### config.mk
export PLATFORM = sky130hd
export DESIGN_NAME = wb_select_stage
export DESIGN_NICKNAME = d
export VERILOG_FILES = /design/src/rtl/wb_pkg.sv /design/src/rtl/wb_load_align.sv /design/src/rtl/wb_select_stage.sv
export SDC_FILE = /design/constraint.sdc
export NUM_CORES = 1
export LEC_CHECK = 0
export CAP_MARGIN = 20
export CORE_MARGIN = 2
export CORE_UTILIZATION = 35
export DETAILED_ROUTE_END_ITERATION = 16
export GPL_TIMING_DRIVEN = 0
export PLACE_DENSITY = 0.74
export REMOVE_ABC_BUFFERS = 1
export SLEW_MARGIN = 25
export SYNTH_ARGS = -nofsm -noshare
export SYNTH_HDL_FRONTEND = slang
export SYNTH_SLANG_ARGS = --single-unit
### constraint.sdc
create_clock -name in_clk -period 2.6 [get_ports in_clk]
set_clock_uncertainty 0.2 [all_clocks]
set_input_delay 0.39 -clock in_clk [delete_from_list [all_inputs] [get_ports in_clk]]
set_output_delay 0.39 -clock in_clk [all_outputs]
set_load 0.05 [all_outputs]
### src/rtl/wb_pkg.sv
// Shared definitions for the writeback-select stage: load sizes, FSM states
// and the default source-index map.
package wb_pkg;

  // Load size encodings as driven on in_mem_size
  typedef enum logic [1:0] {
    SZ_BYTE = 2'b00,
    SZ_HALF = 2'b01,
    SZ_WORD = 2'b10,
    SZ_FULL = 2'b11
  } load_size_e;

  // Stage control states
  typedef enum logic {
    ST_IDLE     = 1'b0,
    ST_WAIT_MEM = 1'b1
  } state_e;

  // Default writeback source indices
  localparam int unsigned SRC_ALU  = 0;
  localparam int unsigned SRC_MEM  = 1;
  localparam int unsigned SRC_LINK = 2;
  localparam int unsigned SRC_LUI  = 3;

endpackage

### src/rtl/wb_load_align.sv
// Little-endian load extraction: picks the byte/half/word/full lane from the
// memory word and sign- or zero-extends it to DATA_W. Purely combinational.
module wb_load_align
  import wb_pkg::*;
#(
  parameter int unsigned DATA_W = 32
) (
  input  logic [DATA_W-1:0]             data_i,
  input  load_size_e                    size_i,
  input  logic                          unsigned_i,
  input  logic [$clog2(DATA_W/8)-1:0]   addr_lo_i,
  output logic [DATA_W-1:0]             aligned_o_c
);

  localparam int unsigned AW = $clog2(DATA_W/8);

  logic [AW-1:0]     lane_c;
  logic [DATA_W-1:0] shifted_c;
  logic [DATA_W-1:0] mask_c;
  logic              sign_c;

  // Lane selection: low address bits below the access size are ignored
  always_comb begin
    lane_c = '0;
    unique case (size_i)
      SZ_BYTE: lane_c = addr_lo_i;
      SZ_HALF: lane_c = {addr_lo_i[AW-1:1], 1'b0};
      SZ_WORD: lane_c = addr_lo_i & ~AW'(3);
      SZ_FULL: lane_c = '0;
      default: lane_c = '0;
    endcase
  end

  assign shifted_c = data_i >> {lane_c, 3'b000};

  // Field mask and sign bit; a 32-bit word on a 32-bit datapath is the full word
  always_comb begin
    mask_c = '1;
    sign_c = 1'b0;
    unique case (size_i)
      SZ_BYTE: begin mask_c = DATA_W'(8'hFF);         sign_c = shifted_c[7];  end
      SZ_HALF: begin mask_c = DATA_W'(16'hFFFF);      sign_c = shifted_c[15]; end
      SZ_WORD: begin mask_c = DATA_W'(32'hFFFF_FFFF); sign_c = shifted_c[31]; end
      SZ_FULL: begin mask_c = '1;                     sign_c = 1'b0;          end
      default: begin mask_c = '1;                     sign_c = 1'b0;          end
    endcase
  end

  assign aligned_o_c = (shifted_c & mask_c) |
                       ((sign_c && !unsigned_i) ? ~mask_c : '0);

endmodule

### src/rtl/wb_select_stage.sv
// Registered N-source writeback select for the MIPS datapath. Loads from the
// memory source are aligned/extended; a not-ready memory source parks the
// stage in WAIT_MEM until read data arrives.
// Optional: define WB_STALL_COUNT_EN to add the saturating out_stall_cycles counter.
module wb_select_stage
  import wb_pkg::*;
#(
  parameter int unsigned DATA_W     = 32,
  parameter int unsigned NUM_SRC    = 4,
  parameter int unsigned MEM_SRC    = SRC_MEM,
  parameter int unsigned REG_ADDR_W = 5
) (
  input  logic                          in_clk,
  input  logic                          in_rst,
  input  logic                          in_valid,
  input  logic [$clog2(NUM_SRC)-1:0]    in_select,
  input  logic [NUM_SRC*DATA_W-1:0]     in_src_data,
  input  logic [REG_ADDR_W-1:0]         in_reg_addr,
  input  logic [1:0]                    in_mem_size,
  input  logic                          in_mem_unsigned,
  input  logic [$clog2(DATA_W/8)-1:0]   in_mem_addr_lo,
  input  logic                          in_mem_ready,
  output logic                          out_stall,
  output logic                          out_wb_valid,
  output logic                          out_wb_we,
  output logic [REG_ADDR_W-1:0]         out_wb_reg,
  output logic [DATA_W-1:0]             out_wb_data
`ifdef WB_STALL_COUNT_EN
  ,
  output logic [31:0]                   out_stall_cycles
`endif
);

  localparam int unsigned SEL_W   = $clog2(NUM_SRC);
  localparam int unsigned AW      = $clog2(DATA_W/8);
  localparam int unsigned SEL_NUM = 2**SEL_W;

  state_e                  state_q;
  logic                    stall_q;
  logic                    wb_valid_q;
  logic                    wb_we_q;
  logic [REG_ADDR_W-1:0]   wb_reg_q;
  logic [DATA_W-1:0]       wb_data_q;

  // Fields of a load parked while waiting for memory
  logic [REG_ADDR_W-1:0]   p_reg_q;
  load_size_e              p_size_q;
  logic                    p_uns_q;
  logic [AW-1:0]           p_addr_q;

  logic [DATA_W-1:0]       src_arr [SEL_NUM];
  logic [DATA_W-1:0]       sel_data_c;
  logic [DATA_W-1:0]       mem_data_c;
  logic [DATA_W-1:0]       aligned_c;
  logic                    is_mem_c;
  load_size_e              al_size_c;
  logic                    al_uns_c;
  logic [AW-1:0]           al_addr_c;

  // Unpack sources; indices beyond NUM_SRC read as zero
  for (genvar k = 0; k < SEL_NUM; k++) begin : g_src
    if (k < NUM_SRC) begin : g_real
      assign src_arr[k] = in_src_data[k*DATA_W +: DATA_W];
    end else begin : g_pad
      assign src_arr[k] = '0;
    end
  end

  assign sel_data_c = src_arr[in_select];
  assign mem_data_c = in_src_data[MEM_SRC*DATA_W +: DATA_W];
  assign is_mem_c   = (in_select == SEL_W'(MEM_SRC));

  // Alignment controls come from the live request in IDLE, from the parked load otherwise
  always_comb begin
    al_size_c = load_size_e'(in_mem_size);
    al_uns_c  = in_mem_unsigned;
    al_addr_c = in_mem_addr_lo;
    if (state_q == ST_WAIT_MEM) begin
      al_size_c = p_size_q;
      al_uns_c  = p_uns_q;
      al_addr_c = p_addr_q;
    end
  end

  wb_load_align #(
    .DATA_W (DATA_W)
  ) u_align (
    .data_i      (mem_data_c),
    .size_i      (al_size_c),
    .unsigned_i  (al_uns_c),
    .addr_lo_i   (al_addr_c),
    .aligned_o_c (aligned_c)
  );

  // Control FSM with registered writeback port and stall flag
  always_ff @(posedge in_clk) begin
    if (in_rst) begin
      state_q    <= ST_IDLE;
      stall_q    <= 1'b0;
      wb_valid_q <= 1'b0;
      wb_we_q    <= 1'b0;
      wb_reg_q   <= '0;
      wb_data_q  <= '0;
      p_reg_q    <= '0;
      p_size_q   <= SZ_BYTE;
      p_uns_q    <= 1'b0;
      p_addr_q   <= '0;
    end else begin
      wb_valid_q <= 1'b0;
      wb_we_q    <= 1'b0;
      unique case (state_q)
        ST_IDLE: begin
          if (in_valid) begin
            if (is_mem_c && !in_mem_ready) begin
              p_reg_q  <= in_reg_addr;
              p_size_q <= load_size_e'(in_mem_size);
              p_uns_q  <= in_mem_unsigned;
              p_addr_q <= in_mem_addr_lo;
              state_q  <= ST_WAIT_MEM;
              stall_q  <= 1'b1;
            end else begin
              wb_valid_q <= 1'b1;
              wb_we_q    <= |in_reg_addr;
              wb_reg_q   <= in_reg_addr;
              wb_data_q  <= is_mem_c ? aligned_c : sel_data_c;
            end
          end
        end
        ST_WAIT_MEM: begin
          if (in_mem_ready) begin
            wb_valid_q <= 1'b1;
            wb_we_q    <= |p_reg_q;
            wb_reg_q   <= p_reg_q;
            wb_data_q  <= aligned_c;
            state_q    <= ST_IDLE;
            stall_q    <= 1'b0;
          end
        end
        default: begin
          state_q <= ST_IDLE;
          stall_q <= 1'b0;
        end
      endcase
    end
  end

  assign out_stall    = stall_q;
  assign out_wb_valid = wb_valid_q;
  assign out_wb_we    = wb_we_q;
  assign out_wb_reg   = wb_reg_q;
  assign out_wb_data  = wb_data_q;

`ifdef WB_STALL_COUNT_EN
  logic [31:0] stall_cnt_q;

  // Saturating count of cycles spent stalled
  always_ff @(posedge in_clk) begin
    if (in_rst) begin
      stall_cnt_q <= '0;
    end else if (stall_q && (stall_cnt_q != 32'hFFFF_FFFF)) begin
      stall_cnt_q <= stall_cnt_q + 32'd1;
    end
  end

  assign out_stall_cycles = stall_cnt_q;
`endif

endmodule

; Word level (Yosys, flattened, before mapping)
; Index checks and enable logic that the tools add are counted.
[word_totals]
wordCells = 71
register_bits = 51
output_inout_bits = 40
[op_classes]
bitwise_logic = 5
n_reduce_logical = 11
n_mux = 35
magnitude_cmp = 1
eq_ne = 8
shift = 1
[ops]
columns = cell, count
row1 = $mux W32, 7
row2 = $pmux W32 S3, 1
row3 = $bmux W32 S2, 1
row4 = $pmux W32 S2, 1
row5 = $and A32 B32 Y32, 1
row6 = $not A32 Y32, 1
row7 = $or A32 B32 Y32, 1
row8 = $shr A32 B5 Y32, 1
row9 = $mux W5, 3
row10 = $mux W1, 13
row11 = $pmux W5 S2, 1
row12 = $reduce_or A5 Y1, 2
row13 = $reduce_and A3 Y1, 3
row14 = $ne A2 B2 Y1 const B, 4
row15 = $pmux W1 S2, 4
row16 = $pmux W2 S3, 1
row17 = $eq A2 B1 Y1 const B, 2
row18 = $eq A2 B2 Y1 const B, 2
row19 = $mux W2, 2
row20 = $pmux W1 S4, 1
row21 = $ge A3 B3 Y1 const B, 1
row22 = $not A2 Y3, 1
row23 = $logic_and A1 B1 Y1, 2
row24 = $logic_not A1 Y1, 2
row25 = other kinds (3), 3

; Longest topological paths before layout
[logic_depth]
depth_word = 13
mapped_depth = 9
ltp_nobuf = 6

; Modules after synthesis
; From an unflattened synthesis, not the netlist that was laid out.
[hier_totals]
hier_cells = 532
hier_area_um2 = 4351.7
[modules_own_cells]
columns = mod, cells_each, area_per_inst_um2, seq_area_each_um2, instances
row1 = wb_select_stage, 443, 3658.5, 1021.0, 1
row2 = wb_load_align, 89, 693.2, 0.0, 1

; Worst setup path before layout
; OpenSTA, ideal clock, no wires.
[synth_path]
kind = input-to-reg
start = input in_select[1]
end = register wb_data_q[25], in the netlist out_wb_data[25]
t_arrival_ps = 1899
required_time_ps = 2260
path_buffers = 2
slack_ps = 361
path_stages = 8
setup_time_ps = 140
path_cell_list = buf_2 clkbuf_1 mux2_2 o22a_1 nor2_1 nor2_1 a32oi_1 o41ai_2
[synth_via]
elab_chain_len = 8
word_cells_on_any_way = 12
classes_between = 2 x eq/ne / 7 x mux / 1 x bitwise / 2 x reduce/logical
[synth_rtl]
columns = element, line
row1 = "start, declared", wb_select_stage.sv:16  ; input logic [$clog2(NUM_SRC)-1:0] in_select,
row2 = $not A2 Y3 (not written as such), wb_select_stage.sv:69  ; assign sel_data_c = src_arr[in_select];
row3 = $bmux W32 S2, wb_select_stage.sv:69
row4 = $mux W32 (not written as such) (2 in a row), wb_select_stage.sv:69
row5 = $mux W32, wb_select_stage.sv:125  ; wb_data_q <= is_mem_c ? aligned_c : sel_data_c;
row6 = $mux W32, wb_select_stage.sv:114  ; if (is_mem_c && !in_mem_ready) begin
row7 = $mux W32, wb_select_stage.sv:113  ; if (in_valid) begin
row8 = $pmux W32 S2, wb_select_stage.sv:111  ; unique case (state_q)
row9 = "end signal, assigned", wb_select_stage.sv:125
row10 = "end signal, assigned", wb_select_stage.sv:134  ; wb_data_q <= aligned_c;
row11 = "end, declared", wb_select_stage.sv:43  ; logic [DATA_W-1:0] wb_data_q;
; Parallel ways exist; a longest one is shown, timed or not. The select of a mux whose other input is x is not followed.
; A chain may end at the register's enable or synchronous reset.

; Worst setup path in the final report
[layout_path]
start = input in_mem_addr_lo[1]
end = register wb_data_q[9], in the netlist out_wb_data[9]
[layout_via]
elab_chain_len = 11
word_cells_on_any_way = 13
classes_between = 1 x shift / 9 x mux / 2 x bitwise / 1 x reduce/logical
[layout_rtl]
columns = element, line
row1 = "start, declared", wb_select_stage.sv:21  ; input logic [$clog2(DATA_W/8)-1:0] in_mem_addr_lo,
row2 = $mux W2 *, wb_select_stage.sv:78  ; if (state_q == ST_WAIT_MEM) begin
row3 = $pmux W2 S3 *, wb_load_align.sv:25  ; unique case (size_i)
row4 = $shr A32 B5 Y32 *, wb_load_align.sv:34  ; assign shifted_c = data_i >> {lane_c, 3'b000};
row5 = $pmux W1 S4, wb_load_align.sv:40  ; unique case (size_i)
row6 = $logic_and A1 B1 Y1, wb_load_align.sv:50  ; ((sign_c && !unsigned_i) ? ~mask_c : '0);
row7 = $mux W32, wb_load_align.sv:50
row8 = $or A32 B32 Y32 *, wb_load_align.sv:49  ; assign aligned_o_c = (shifted_c & mask_c) |
row9 = $mux W32, wb_select_stage.sv:125
row10 = $mux W32, wb_select_stage.sv:114
row11 = $mux W32, wb_select_stage.sv:113
row12 = $pmux W32 S2 *, wb_select_stage.sv:111
; Every way passes the cells marked *; elsewhere a longest branch is shown, timed or not. The select of a mux whose other input is x is not followed.

==> flow_summary_export.csv <==
group,metric,value,unit
floorplanning,start_util,35.84,%
layout,fin_area,5899,sq um
yosys,ys_types,48,
worst_setup_path,crit_required,2.60,ns
yosys,seq_area_frac_synth,27.84,%
worst_setup_path,timing.rr.start,"state_q",
clock_network,cts.clk_slew.worst_paths,0.09,ns
worst_setup_path,worstSetupEndpointType,"flip-flop",
clock_network,cts_buffers,5,
layout,drive_gt1_share,18.34,%
yosys,synth_area,3667,sq um
sta,tightest_slew,0.7675,ns
drt,final_antenna_net_count,0,
pwr,clkPwrFrac,24.5,%
pwr,p_switching,0.0008708,W
job,drv_cap,0,
hold_path,hold_end,"out_wb_data[28]",
worst_setup_path,regToRegSetupSlack,0.17,ns
pwr,ir_drop,0.2257,mV
layout,layoutNonFillerInstCount,714,
yosys,syn_inst,408,
drt,dr.pass1.iters,4,
yosys,synth_area_leaders,"dfxtp_1, mux2_2, mux2i_1",
drt,totalWireLength,13030,microns
sta,rsz0062_at_grt,"no",
hold_path,hp-class,"flip-flop to flip-flop",
yosys,ys_ff_latch,51,
pwr,fin_total_pwr,0.002562,W
drt,routedWlPerCell,18.25,microns
sta,slew_headroom,48.83,%
drt,via_per_inst,5.438,
drt,first_iter_violations,146,
clock_network,clk_latency,0.31,ns
floorplanning,die_x,106.4,microns
grt,grt_max_degree,65,
drt,drc,0,
grt,grt_pass1_vias,4064,
floorplanning,die-area,11310,sq um
floorplanning,rows,37,
yosys,synthFlopType,"dfxtp_1",
place,dpl.hpwl,8989,microns
yosys,syn_avg_cell_area,8.988,sq um
hold_path,hp-start,"out_wb_data[28]",
worst_setup_path,critPathArrivalTime,2.44,ns
sta,setup_viol,0,
clock_network,cts_root_buf,"clkbuf_8",
clock_network,clockBufferDepth,2,
sta,slew_violations,0,
floorplanning,pin_count,184,
place,placed_area,5537,sq um
layout,layout.nets,721,
grt,grt_first_pass_wirelength,20600,microns
yosys,synth_area_leader_cell,"dfxtp_1",
floorplanning,coreArea,10230,sq um
drt,num_vias,3883,
worst_setup_path,reg2reg_depth,6,
yosys,synth_top_area_share,27.84,%
place,place.gp.congestion,0.8350,
layout,area_growth,60.87,%
worst_setup_path,timing.rr.end,"out_wb_data[9]",
sta,fin_crit_sh,93.73,%
status,status,"complete, no violations",
clock_network,tritoncts,"built",
yosys,netlist_top_cells_count,"nor2_1, dfxtp_1, mux2_2",
worst_setup_path,worstSetupPathType,"primary input to flip-flop",
clock_network,clkSinkCount,51,
yosys,async_flop_share,0,%
grt,antenna_found_initial,0,
sta,finalHoldViolations,0,
pwr,leakagePower,2.178,nW
sta,fmax,410.4,MHz
hold_path,hold_depth,2,
pwr,seqPwrFrac,34.5,%
worst_setup_path,startpoint_type,"primary input",
yosys,synth_warnings,0,
pwr,powerDensity,434.2,nW/um^2
grt,gr-total-overflow,0,
worst_setup_path,cp_max_fo,8,
floorplanning,die_h,106.4,microns
yosys,synth_edf_count,0,
place,dp.cells,689,
layout,num_antenna_cells,0,
clock_network,h-tree-depth,2,
clock_network,hold_buffers,0,
grt,grt_usage,22.63,%
pwr,swShare,33.99,%
yosys,synth.most_common_cell,"nor2_1",
layout,largest_reg_flops,32,
sta,finalCriticalPeriod,2.437,ns
pwr,combPwrFrac,41.1,%
pwr,power.internal,0.001691,W
place,port_buffers,183,
-- worst max-delay path, stage by stage --
cell and delay, ns:
clkdlybuf4s50_1 0.48, nor3b_2 0.40, a31oi_4 0.07, buf_4 0.19, a211o_1 0.37, and3_4 0.25
a2111oi_2 0.28
-- power by group through the flow --
| stage | clock network [W] | logic [W] | registers (W) |
|---|---|---|---|
| after detailed placement | 0 | 0.00101 | 0.000904 |
| after floorplan | 0 | 0.000326 | 0.00111 |
| after global routing | 0.000666 | 0.00112 | 0.000891 |
| after CTS | 0.000640 | 0.00105 | 0.000884 |
| final | 0.000627 | 0.00105 | 0.000883 |
| after global placement | 0 | 0.000992 | 0.000901 |
-- how the worst max path moves through the flow --
stage | start | to | slack, ns | cells after the start
final | in_mem_addr_lo[1] | out_wb_data[9] | 0.16 | 7
after global routing | state_q | out_wb_data[29] | 0.005 | 7
after CTS | in_mem_size[0] | out_wb_data[10] | 0.03 | 7
after detailed placement | in_mem_size[1] | out_wb_data[28] | -1.04 | 7
after global placement | state_q | out_wb_data[30] | -2.91 | 6
after floorplan | state_q | out_wb_data[16] | -1.61 | 6
-- per-stage QoR --
| step | setup slack [ns] | util (%) | setup TNS (ns) | hold WS [ns] |
|---|---|---|---|---|
| after floorplan | -1.607 | - | -46.24 | 0.2543 |
| after global placement | -2.913 | 53.59 | -106.59 | 0.2441 |
| after detailed placement | -1.043 | 54.12 | -27.82 | 0.2526 |
| after CTS | 0.02889 | 57.27 | 0 | 0.2749 |
| after global routing | 0.005211 | 57.66 | 0 | 0.2923 |
| final | 0.1631 | 57.66 | 0 | 0.2721 |
-- area by class of cell --
cell class,instances,area [sq um]
fill,922,4332
multi-input combinational,318,2567
timing repair buffer,199,1998
sequential,51,1025
tap,136,170.2
clock buffer,6,93.84
clock inverter,2,37.54
inverter,2,7.507
-- placed cells by master (no fill, tap or decap), drive strengths merged, types with 4 or more instances in the layout --
cell type      instances
a32o                   4
a32oi                 15
dfxtp                 51
nand2                  8
nand3                  4
nor3                  15
nor3b                  4
o22ai                  6
nor2                  79
o22a                  19
clkdlybuf4s50        178
a211oi                 7
o41ai                 16
a21oi                 23
o21ai                 14
clkbuf                 8
mux4                   7
nand2b                 4
mux2                  36
a21o                   4
mux2i                 30
buf                   17
-- layer usage --
layer  share of wire, %  wire length (microns)  vias up  track usage, %
li1                   -                      -     1901               -
met5                  0                      0        -               0
met2                 49                   6407      151           40.61
met3                7.5                    975       18           5.395
met4                2.3                    303        0           7.425
met1                 41                   5348     1813           26.29
-- kinds of logic (layout without fill, tap and decap cells) --
| family | after synthesis | after routing | synth area share, % |
|---|---|---|---|
| AND/OR/NAND/NOR | 124 | 125 | 15.93 |
| buffers and inverters | 42 | 209 | 5.288 |
| flip-flops | 51 | 51 | 27.84 |
| AO/OA/AOI/OAI | 118 | 120 | 27.40 |
| multiplexers | 73 | 73 | 23.54 |
-- timing repair --
item | in CTS | in global routing
setup endpoints to repair | 33 | 31
resized for setup | 12 | 5
setup buffers | 12 | 2
gates cloned | 3 | 0
pin swaps | 5 | 3
(Power assumes the default switching activity.)
